<file path="config.mk">
export PLATFORM = sky130hd
export DESIGN_NAME = mdr_mem_interface
export DESIGN_NICKNAME = d
export VERILOG_FILES = /design/src/rtl/mdr_mem_interface.sv
export SDC_FILE = /design/constraint.sdc
export NUM_CORES = 1
export LEC_CHECK = 0
export CELL_PAD_IN_SITES_DETAIL_PLACEMENT = 1
export CELL_PAD_IN_SITES_GLOBAL_PLACEMENT = 2
export CORE_ASPECT_RATIO = 0.5
export CORE_MARGIN = 2
export CORE_UTILIZATION = 23
export CTS_CLUSTER_DIAMETER = 150
export CTS_CLUSTER_SIZE = 14
export DETAILED_ROUTE_END_ITERATION = 6
export GPL_TIMING_DRIVEN = 0
export PLACE_DENSITY_LB_ADDON = 0.1
export SKIP_CTS_REPAIR_TIMING = 1
export SLEW_MARGIN = 15
export SYNTH_ARGS = -nofsm -noshare
export SYNTH_HDL_FRONTEND = slang
export SYNTH_SLANG_ARGS = --single-unit
</file>
<file path="constraint.sdc">
create_clock -name clock -period 5.6 [get_ports clock]
set_clock_uncertainty 0.1 [all_clocks]
set_input_delay 1.4 -clock clock [delete_from_list [all_inputs] [get_ports clock]]
set_output_delay 1.4 -clock clock [all_outputs]
set_load 0.01 [all_outputs]
</file>
<file path="src/rtl/mdr_mem_interface.sv">
// MAR/MDR holder running single-word read/write handshakes with external memory.
// Optional ack timeout with sticky mem_err is enabled by defining MEM_TIMEOUT_EN.
module mdr_mem_interface #(
  parameter int ADDR_W = 9
`ifdef MEM_TIMEOUT_EN
  , parameter int TIMEOUT_CYCLES = 16
`endif
) (
  input  logic              clock,
  input  logic              clear,
  input  logic [31:0]       BusMuxOut,
  input  logic              MARin,
  input  logic              MDRin,
  input  logic              MemRead,
  input  logic              MemWrite,
  output logic [ADDR_W-1:0] mem_addr,
  output logic [31:0]       mem_wdata,
  output logic              mem_req,
  output logic              mem_we,
  input  logic [31:0]       mem_rdata,
  input  logic              mem_ack,
  output logic [31:0]       BusMuxIn_MDR,
  output logic              busy,
  output logic              done,
  output logic              mem_err
);

  typedef enum logic [1:0] {S_IDLE, S_RD, S_WR, S_DONE} state_t;

  state_t              r_state;
  state_t              w_next_state;
  logic [ADDR_W-1:0]   r_mar;
  logic [31:0]         r_mdr;
  logic                w_active;
  logic                w_timeout;

  assign w_active = (r_state == S_RD) || (r_state == S_WR);

`ifdef MEM_TIMEOUT_EN
  localparam int CNT_W = (TIMEOUT_CYCLES > 1) ? $clog2(TIMEOUT_CYCLES) : 1;

  logic [CNT_W-1:0] r_cnt;
  logic             r_err;

  assign w_timeout = w_active && !mem_ack && (r_cnt == CNT_W'(TIMEOUT_CYCLES - 1));

  // Counter is held at 0 while idle so every transaction starts counting from 0.
  always_ff @(posedge clock or posedge clear) begin
    if (clear) begin
      r_cnt <= '0;
      r_err <= 1'b0;
    end else begin
      if (w_active && !mem_ack)
        r_cnt <= r_cnt + 1'b1;
      else
        r_cnt <= '0;
      if (r_state == S_IDLE && (MemRead || MemWrite))
        r_err <= 1'b0;
      else if (w_timeout)
        r_err <= 1'b1;
    end
  end

  assign mem_err = r_err;
`else
  assign w_timeout = 1'b0;
  assign mem_err   = 1'b0;
`endif

  always_ff @(posedge clock or posedge clear) begin
    if (clear)
      r_state <= S_IDLE;
    else
      r_state <= w_next_state;
  end

  always_comb begin
    w_next_state = r_state;
    case (r_state)
      S_IDLE: begin
        if (MemRead)
          w_next_state = S_RD;
        else if (MemWrite)
          w_next_state = S_WR;
      end
      S_RD, S_WR: begin
        if (mem_ack || w_timeout)
          w_next_state = S_DONE;
      end
      default: w_next_state = S_IDLE;
    endcase
  end

  always_comb begin
    mem_req = 1'b0;
    mem_we  = 1'b0;
    busy    = 1'b0;
    done    = 1'b0;
    case (r_state)
      S_RD:    begin mem_req = 1'b1; busy = 1'b1; end
      S_WR:    begin mem_req = 1'b1; busy = 1'b1; mem_we = 1'b1; end
      S_DONE:  done = 1'b1;
      default: ;
    endcase
  end

  // Bus loads are only honoured in IDLE so address/data stay stable during a handshake.
  always_ff @(posedge clock or posedge clear) begin
    if (clear) begin
      r_mar <= '0;
      r_mdr <= '0;
    end else if (r_state == S_IDLE) begin
      if (MARin)
        r_mar <= BusMuxOut[ADDR_W-1:0];
      if (MDRin)
        r_mdr <= BusMuxOut;
    end else if (r_state == S_RD) begin
      if (mem_ack)
        r_mdr <= mem_rdata;
      else if (w_timeout)
        r_mdr <= 32'hDEAD_BEEF;
    end
  end

  assign mem_addr     = r_mar;
  assign mem_wdata    = r_mdr;
  assign BusMuxIn_MDR = r_mdr;

endmodule

</file>
# Word-level counts from Yosys, hierarchy flattened
# Cells that the tools add are included.
[totals]
register_bits = 43
in_bits = 71
out_inout_bits = 78
elab_cells = 27
[classes]
eq_ne = 6
muxes = 11
n_reduce_logical = 7
[op_table]
columns = ["operator", "count"]
rows = [
  ["2-to-1 mux 32 bit", 4],
  ["2-to-1 mux 2 bit", 3],
  ["equality test 2 bit, second input constant", 2],
  ["one-hot mux 2 bit (2 select lines)", 1],
  ["AND reduction 2 bit", 2],
  ["nonzero test 2 bit", 2],
  ["2-to-1 mux 1 bit", 3],
  ["!= test 3 bit, second input constant", 1],
  ["AND reduction 3 bit", 1],
  ["equality test 2 x 1 -> 1 bit, second input constant", 1],
  ["logical NOT 2 bit", 1],
  ["!= test 2 x 1 -> 1 bit, second input constant", 1],
  ["!= test 2 bit, second input constant", 1],
  ["OR reduction 2 bit", 1],
]

# Longest topological paths before layout
# Gate-level depths: netlist of the first run.
[logic_depth]
word_depth = 4
mapped_depth = 7
depth_no_buf = 5

# Least setup slack after synthesis of the first run
# No wires, ideal clock.
[synth_timing]
path_type = "flip-flop to output port"
startpoint = "register r_state[0]"
endpoint = "output mem_req"
arrival_time_ps = 998
required_time_ps = 4100
slack_ps = 3102
stages_incl_launch_ff = 4
path_buffers = 1
path_cell_list = "dfrtp_1 -> inv_1 -> ha_1 -> buf_4"
[synth_between]
elab_chain_cells = 3
word_cells_on_any_way = 4
cone_classes = "eq/ne: 2; mux: 1; reduce/logical: 1"
[synth_lines]
columns = ["element", "line_no", "rtl"]
rows = [
  ["start: declaration", "30", "state_t r_state;"],
  ["start signal: assignment", "74", "r_state <= w_next_state;"],
  ["equality test 2 x 1 -> 1 bit or equality test 2 bit (tied branches)", "--", ""],
  ["OR reduction 2 bit (no source line) *", "--", ""],
  ["2-to-1 mux 1 bit *", "--", ""],
  ["end: declaration", "18", "output logic mem_req,"],
]
# Mark *: on every way between the ends. The rest lies on a longest branch, timed or not.

# Final worst setup path of the first run
[layout_timing]
startpoint = "register r_state[1]"
endpoint = "output mem_req"
[layout_between]
elab_chain_cells = 3
word_cells_on_any_way = 4
cone_classes = "eq/ne: 2; mux: 1; reduce/logical: 1"
[layout_lines]
columns = ["element", "line_no", "rtl"]
rows = [
  ["equality test 2 x 1 -> 1 bit or equality test 2 bit (tied branches)", "99", "case (r_state)"],
  ["OR reduction 2 bit (no source line) *", "--", ""],
  ["2-to-1 mux 1 bit *", "99", ""],
]
# Marks and branches as above.

==> results by stage, run 1 <==
Synthesis:
- Ranked by instance count, the synthesized netlist is headed by sky130_fd_sc_hd__mux2_2 (70), sky130_fd_sc_hd__dfrtp_1 (43), sky130_fd_sc_hd__buf_4 (35).
- After synthesis, the largest area contributor takes up 45.1% of total cell area.
- The number of nets in the synthesized netlist is 256.
- The count of yosys warnings during synthesis is 0.
- The leading area contributor after synthesis is sky130_fd_sc_hd__dfrtp_1.
- The mean cell area of the mapped netlist is roughly 13 sq um.
- Synthesis handed over a netlist of 179 instances.
- By area the synthesized netlist is led by sky130_fd_sc_hd__dfrtp_1 (45%), sky130_fd_sc_hd__mux2_2 (33%), sky130_fd_sc_hd__buf_4 (11%).
- The most frequent cell after synthesis is sky130_fd_sc_hd__mux2_2.
- The post-synthesis sequential element count is between 40 and 50.
- The area of the mapped netlist is roughly 2400 sq um.
- For this run, asynchronously set or reset flops after synthesis account for 100%.
- The count of flip-flops with a built-in enable after synthesis is 0.
- For this run, the register share of the synthesized area comes to approximately 45%.
- The count of different cell masters after synthesis is 17.
- The primary flip-flop cell chosen by synthesis mapping is sky130_fd_sc_hd__dfrtp_1.

STA:
- Setup repair after global routing left no endpoint under its margin.
- The number of hold violations in the final report is 0.
- The final critical path takes up around three fifths of the cycle.
- Setup violations remaining at the end of the flow were counted as 0.
- The final-layout setup total negative slack is 0 ps.
- The achievable clock frequency is 302 MHz.
- The final number of max-transition violations is 0.
- Final hold analysis gives a worst-case slack of 401 ps.
- The worst path needs 3320 ps of the cycle, external delays included.

Cells and area:
- The layout overhead on the synthesized area is 75.2%.
- The share of cells above drive strength 1 is 35.7%.
- The repair_antennas step left the layout with diodes totalling 0.
- The count of nets after finishing is 411.

Min path:
- The path class of the tightest hold or removal check is reg2reg.

Status:
- The run finished with clean final reports.

Setup path:
- For this design, the slowest cell found on the critical path is sky130_fd_sc_hd__clkdlybuf4s50_1.
- The arrival time of the worst setup path is between 1500 and 2000 ps.
- The type of origin of the critical path is a flop.
- The type of the setup path with the least slack is reg2out.
- The maximum net fanout on the critical path is 5.
- For this run, the slowest stage of the critical path takes ~530 ps.
- The data required time at the worst endpoint is between 4000 and 5000 ps.
- The category of the worst setup path capture point is an output port.
- Walking the worst path, the cells encountered are inv_1 -> ha_1 -> buf_4 -> clkdlybuf4s50_1.

Run:
- The tool flagged a number of max-cap violations equal to 0.

CTS:
- The tree is rooted in a sky130_fd_sc_hd__clkbuf_16.
- Counting the buffers created by CTS gives 5.
- The H-tree was split into 2 levels.
- The clock sink total is 43.
- At the later pin of the worst-skew pair, clock insertion delay measures around 280 ps.
- After clock tree synthesis, the clock-pin slew on the worst setup and hold paths is around 50 ps.
- The clock passes through at most 2 buffers.
- TritonCTS built the clock tree.

Drt:
- The DRC violation count after routing is 0.
- The total vias in the final route is about 1900.
- The routed wire length per instance is about 15 um.
- The total detailed-routing wirelength is 6.86 mm.
- The first TritonRoute pass finished after 3 iterations.
- For this block, the initial DRC count from the detailed router was 24.
- Once detail routing completed, the nets flagged for antenna violations numbered 0.
- The ratio of routed vias to standard cells is 3.99.

Global routing:
- Summed over all layers, the global routing overflow is 0.
- The met3 capacity usage during global routing is 4.25%.
- The initial antenna violation count is 0.
- For this run, global-route usage on met1 was measured as about 14%.
- The via count of the first global-routing pass is 2084.
- The global-route wire length before repair is about 11 mm.
- met2 is the most crowded layer.
- Global routing used ~12% of the available tracks.
- The pin count of the biggest net entering global routing is 29.
- In the global route stage, met2 resource usage came out at a little over a fifth.

Pwr:
- The worst-case IR drop observed on VDD is 0.186 mV.
- Power spread over the standard cell area amounts to just under 600 nW/um^2.
- Summed over all cells, the static leakage comes to 1.75 nW.

Die:
- The die is about 150 um wide.
- The floorplan has 26 rows.
- The die covers around 11000 sq um.
- For this configuration, the core starts out at a cell density of 23.5%.
- Measured along the y axis, the die boundary spans 76.0 um.
- The floorplan core area is 10100 sq um.
- 149 I/O pins were placed.

Placement:
- The placer congestion estimate is 0.720.
- The HPWL reported at the end of detailed placement is roughly 5.4 mm.
- The count of buffers from port buffering is 147.
## cells by family (layout without fill, tap and decap cells)
logic type	count (synthesis)	in the layout	synth area share (%)
fa+ha+maj	6	6	3.14
other cells	1	1	0.157
compound gates	4	4	1.42
mux	75	75	35.3
buf+inv	44	198	13.5
simple gates	6	6	1.36
flops	43	43	45.1
## per-layer routing
metal	wire length, um	part of all wire (%)
met1	2870	42
met2	3400	49
met3	518	7.5
met4	77	1.1
met5	0	0
## cell type report
cell class	instances	area, sq um
Inverter	3	11.3
Sequential cell	43	1080
Tap cell	140	175
Buffer	41	312
Fill cell	1094	5970
Timing Repair Buffer	148	1490
Clock buffer	6	129
Multi-Input combinational cell	92	988
## registers in the layout, indices dropped and copies added, names as in the netlist
register      cells
r_state           2
mem_addr          9
BusMuxIn_MDR     32
## final timing paths
path                       slack [ps]         from  cells past startpoint          endpoint
hold reg to reg                   400  mem_addr[6]                      1       mem_addr[6]
max in group asynchronous        3590        clear                      3       mem_addr[6]
hold / removal                    400  mem_addr[6]                      1       mem_addr[6]
setup reg to reg                 3510   r_state[1]                      7   BusMuxIn_MDR[6]
min in group asynchronous        1330        clear                      2  BusMuxIn_MDR[18]
setup / recovery                 2280   r_state[1]                      4           mem_req
## cell usage in the layout (no fill, tap or decap)
cell | netlist | layout
sky130_fd_sc_hd__clkbuf_1 | 0 | 1
sky130_fd_sc_hd__buf_12 | 0 | 1
sky130_fd_sc_hd__nand2_1 | 1 | 1
sky130_fd_sc_hd__inv_2 | 0 | 1
sky130_fd_sc_hd__clkbuf_16 | 0 | 5
sky130_fd_sc_hd__buf_4 | 35 | 35
sky130_fd_sc_hd__buf_6 | 3 | 3
sky130_fd_sc_hd__and3b_1 | 1 | 1
sky130_fd_sc_hd__dfrtp_1 | 43 | 43
sky130_fd_sc_hd__nor2_1 | 2 | 2
sky130_fd_sc_hd__a21oi_4 | 1 | 1
sky130_fd_sc_hd__mux2_1 | 4 | 4
sky130_fd_sc_hd__o21bai_1 | 1 | 1
sky130_fd_sc_hd__clkdlybuf4s50_1 | 0 | 147
sky130_fd_sc_hd__buf_2 | 3 | 3
sky130_fd_sc_hd__nor2b_1 | 2 | 2
sky130_fd_sc_hd__inv_1 | 3 | 2
sky130_fd_sc_hd__a21oi_1 | 2 | 2
sky130_fd_sc_hd__mux2i_1 | 1 | 1
sky130_fd_sc_hd__ha_1 | 6 | 6
sky130_fd_sc_hd__conb_1 | 1 | 1
sky130_fd_sc_hd__mux2_2 | 70 | 70
## through the flow
step | util, % | power (W) | cells | setup WS, ps | instance area (sq um)
3_3_place_gp | 39.7 | 0.00214 | 466 | 2020 | 4030
2_1_floorplan | - | 0.00141 | 179 | 3100 | 2390
5_1_grt | 41.2 | 0.00258 | 473 | 2150 | 4180
3_5_place_dp | 39.9 | 0.00218 | 467 | 2540 | 4050
4_1_cts | 41.2 | 0.00247 | 473 | 2260 | 4180
6_report | 41.2 | 0.00242 | 473 | 2280 | 4180
## critical path, delay by kind of cell, from the launching register on
family	cells	cell delay [ps]
buffers and inverters	3	780
DFF	1	400
adders and majority gates	1	360
## power breakdown
group,switching [W],internal (W)
Sequential,0.000121,0.000478
Combinational,0.000536,0.00101
Clock,0.000110,0.000160
Total,0.000768,0.00165
No activity file was read; power rests on OpenSTA's default activity.
==> run 2: changes to the inputs <==
CORE_UTILIZATION = 22   (was 23)
clock period = 3.2 ns   (was 5.6 ns; I/O delays follow)
==> run 2 against run 1 <==
  * Critical path depth stayed put
  * Via count up 0.32%
  * Cell area is 0.36% higher
  * Routed wire length is 1.8% higher
  * Flip-flop and latch count unchanged
  * Worst hold slack improved by 3.5 ps
  * Critical endpoint unchanged
  * Non-clock buffer count stayed put
  * Critical path type unchanged
  * Global-route usage decreased by 0.22 points
  * Worst setup slack got worse by 1800 ps
  * Highest routed layer unchanged
  * Register-to-register slack worse by 2400 ps
  * First-iteration DRC count is 17% higher
  * Largest cell class unchanged
  * Sequential power is 75% higher
==> results by stage, run 2 (same netlist as run 1, synthesis figures left out) <==
Cells and area:
- In the layout the commonest cells are sky130_fd_sc_hd__clkdlybuf4s50_1 (147), sky130_fd_sc_hd__mux2_2 (70), sky130_fd_sc_hd__dfrtp_1 (43).
- The layout overhead on the synthesized area is 75.8%.
- Leaving out fill and tap cells, the most frequent cell in the layout is sky130_fd_sc_hd__clkdlybuf4s50_1.
- The flip-flop count of the largest register, all copies and words added is 32 (unchanged).
- The fraction of the core area covered by cells at the end of the flow is 40.5% (-0.76 points).
- The antenna cell count was 0 (unchanged).
- The count of nets after finishing is 411 (unchanged).
- The share of cells above drive strength 1 came to 36.2% (+0.49 points).

Setup path:
- The number of cell instances on the worst register-to-register path is 7 (unchanged).
- Walking the worst path, the cells encountered are inv_1 -> ha_1 -> buf_4 -> clkdlybuf4s50_1.
- The data required time at the worst endpoint is 2300 ps (-1800 ps).
- The critical path in this run is classified as reg2out.
- The arrival time of the worst setup path came to 1850 ps (+30 ps).
- The worst register-to-register path ends at BusMuxIn_MDR[4].
- The library cell contributing the largest single delay on the critical path is sky130_fd_sc_hd__clkdlybuf4s50_1.
- Grouping stages by cell kind, the critical path spends the most delay in buffers and inverters.
- The worst stage delay on the critical path came to 530 ps (about the same).
- The maximum net fanout on the critical path was 5 (unchanged).
- The count of cell instances traversed by the critical path is 4 (unchanged).
- The slack of the worst reg-to-reg path came to 1130 ps (-2380 ps).
- The most critical setup path has its endpoint at mem_req.
- In this run the critical register-to-register path is launched from r_state[0].
- The worst setup path is launched from a flop.
- The number of buffer and inverter stages on the critical path is 3 (unchanged).
- The category of the worst setup path capture point is an output port.
- In this run the worst setup path begins at r_state[0].

Drt:
- The total vias in the final route was 1891 (+0.32%).
- The iteration-0 DRC count of the detailed router is 28 (+17%).
- The total detailed-routing wirelength came to 6.98 mm (+1.8%).
- The ratio of routed vias to standard cells is 3.99 (+0.11%).
- The DRC violation count after routing is 0 (unchanged).
- The remaining number of nets flagged by the antenna check after routing is 0 (unchanged).
- The routed wire length per instance is 14.7 um (+1.6%).
- The iteration count of the initial detailed-routing pass is 4 (+1).

Die:
- The height of the chip came to 77.7 um (+2.1%).
- The effective utilization at floorplan was 23.0% (-0.52 points).
- The floorplan core area was 10400 sq um (+2.2%).
- The placement row count is 26 (unchanged).
- The total I/O pin count is 149 (unchanged).
- The area of the die is 11800 sq um (+4.4%).
- The floorplan die width came to 151 um (+2.2%).

Pwr:
- The internal power consumption is 0.00291 W (+76%).
- The switching power as a share of total power is 31.8% (about the same).
- The maximum resistive drop on vdd is 0.314 mV (+68%).
- The sequential share of power was 24.7% (about the same).
- The leakage power of the design came to 1.76 nW (+0.57%).
- The power spent charging and discharging nets is 0.00135 W (+76%).
- The power density over the cells was 1020 nW/um^2 (+76%).
- The fraction of power consumed by combinational cells is 63.3% (-0.7 points).
- The power share of the clock group is 12.0% (+0.8 points).

CTS:
- The root buffer cell chosen for the clock tree is sky130_fd_sc_hd__clkbuf_16.
- The clock sink total is 43 (unchanged).
- The number of H-tree branching levels is 2 (unchanged).
- The register clock-pin slew on the reported worst setup and hold paths is 60 ps (about the same).
- The insertion delay of the later-clocked pin in the worst-skew pair was 280 ps (about the same).
- The number of CTS-inserted buffers is 5 (unchanged).
- The CTS tree is done.
- The clock tree buffer depth came to 2 (unchanged).

Global routing:
- The remaining global-route overflow came to 0 (unchanged).
- The pin count of the biggest net entering global routing was 23 (-21%).
- The global-route usage over all layers is 12.2% (-0.22 points).
- The via count of the first global-routing pass is 2087 (+0.14%).
- The global-route wire length before repair is 11.1 mm (+1.6%).
- The initial antenna violation count came to 0 (unchanged).

STA:
- The number of hold violations in the final report is 0 (unchanged).
- The final critical delay including setup and external delays is about 2800 ps.
- The number of setup violations in the final report is 0 (unchanged).
- The final-layout setup total negative slack is 0 ps (unchanged).
- The minimum hold slack is 405 ps (+3.53 ps).
- The period utilization is 86.0%.
- Setup repair after global routing left no endpoint under its margin.
- The achievable clock frequency is between 300 and 400 MHz.
- The post-route worst setup slack is 447 ps (-1840 ps).
- The remaining max-slew budget at the tightest pin is around two thirds.
- The slew at the pin closest to its max-slew limit is 520 ps.
- The final number of max-transition violations is 0 (unchanged).

Run:
- The max-cap check violation count came to 0 (unchanged).

Min path:
- The worst min-delay path class is reg2reg.
- The number of stages on the worst hold path is 1 (unchanged).

Placement:
- The count of buffers from port buffering is 147 (unchanged).
- The pre-CTS setup slack is 733 ps (-1800 ps).
- The placer congestion estimate is 0.683 (-5.1%).
- The HPWL reported at the end of detailed placement is 5.45 mm (+1.7%).

Status:
- The run finished with clean final reports.
run 2: cell count changes in the layout (fill, tap and decap cells not counted), sizes merged:
cell,change
clkinv,+1
run 2: worst reg2reg max path: cells and delay by family, from the launching register on:
kind,cells,cell delay [ps]
buffers and inverters,3,500
AOI/OAI and AO/OA,1,210
adders and majority gates,1,150
and+or+nand+nor,1,210
muxes,1,350
DFF,1,440
run 2: metal layers:
| layer | routed length, um | vias up | part of all wire [%] | GRT usage (%) |
|---|---|---|---|---|
| met5 | 0 | - | 0 | 0 |
| met4 | 51 | 0 | 0.73 | 2.80 |
| met3 | 575 | 4 | 8.2 | 4.41 |
| met2 | 3420 | 76 | 49 | 21.8 |
| met1 | 2930 | 922 | 42 | 13.9 |
| li1 | - | 889 | - | - |
run 2: power by group through the flow:
stage	sequential (W)	combinational, W	clock, W
2_1_floorplan	0.00114	0.00132	0
3_3_place_gp	0.00105	0.00271	0
3_5_place_dp	0.00106	0.00275	0
4_1_cts	0.00106	0.00275	0.000537
5_1_grt	0.00111	0.00290	0.000565
6_report	0.00105	0.00270	0.000511
run 2: metrics by stage:
stage,total power [W],area [sq um],std cells
5_1_grt,0.00457,4200,474
3_3_place_gp,0.00376,4030,466
4_1_cts,0.00435,4200,474
6_report,0.00426,4200,474
3_5_place_dp,0.00381,4050,467
2_1_floorplan,0.00246,2390,179
run 2: worst min path at each step:
stage,startpoint,to,slack [ps]
4_1_cts,mem_addr[2],mem_addr[2],410
2_1_floorplan,mem_addr[0],mem_addr[0],450
6_report,mem_addr[3],mem_addr[3],400
3_3_place_gp,mem_addr[1],mem_addr[1],390
3_5_place_dp,mem_addr[3],mem_addr[3],390
5_1_grt,mem_addr[2],mem_addr[2],430
run 2: final cells by class:
type,count,area [sq um]
fill,1099,6180
timing repair buffer,148,1490
clock inverter,1,5.00
inverter,3,11.3
multi-input combinational,92,988
buffer,41,312
clock buffer,6,139
tap,140,175
sequential,43,1080
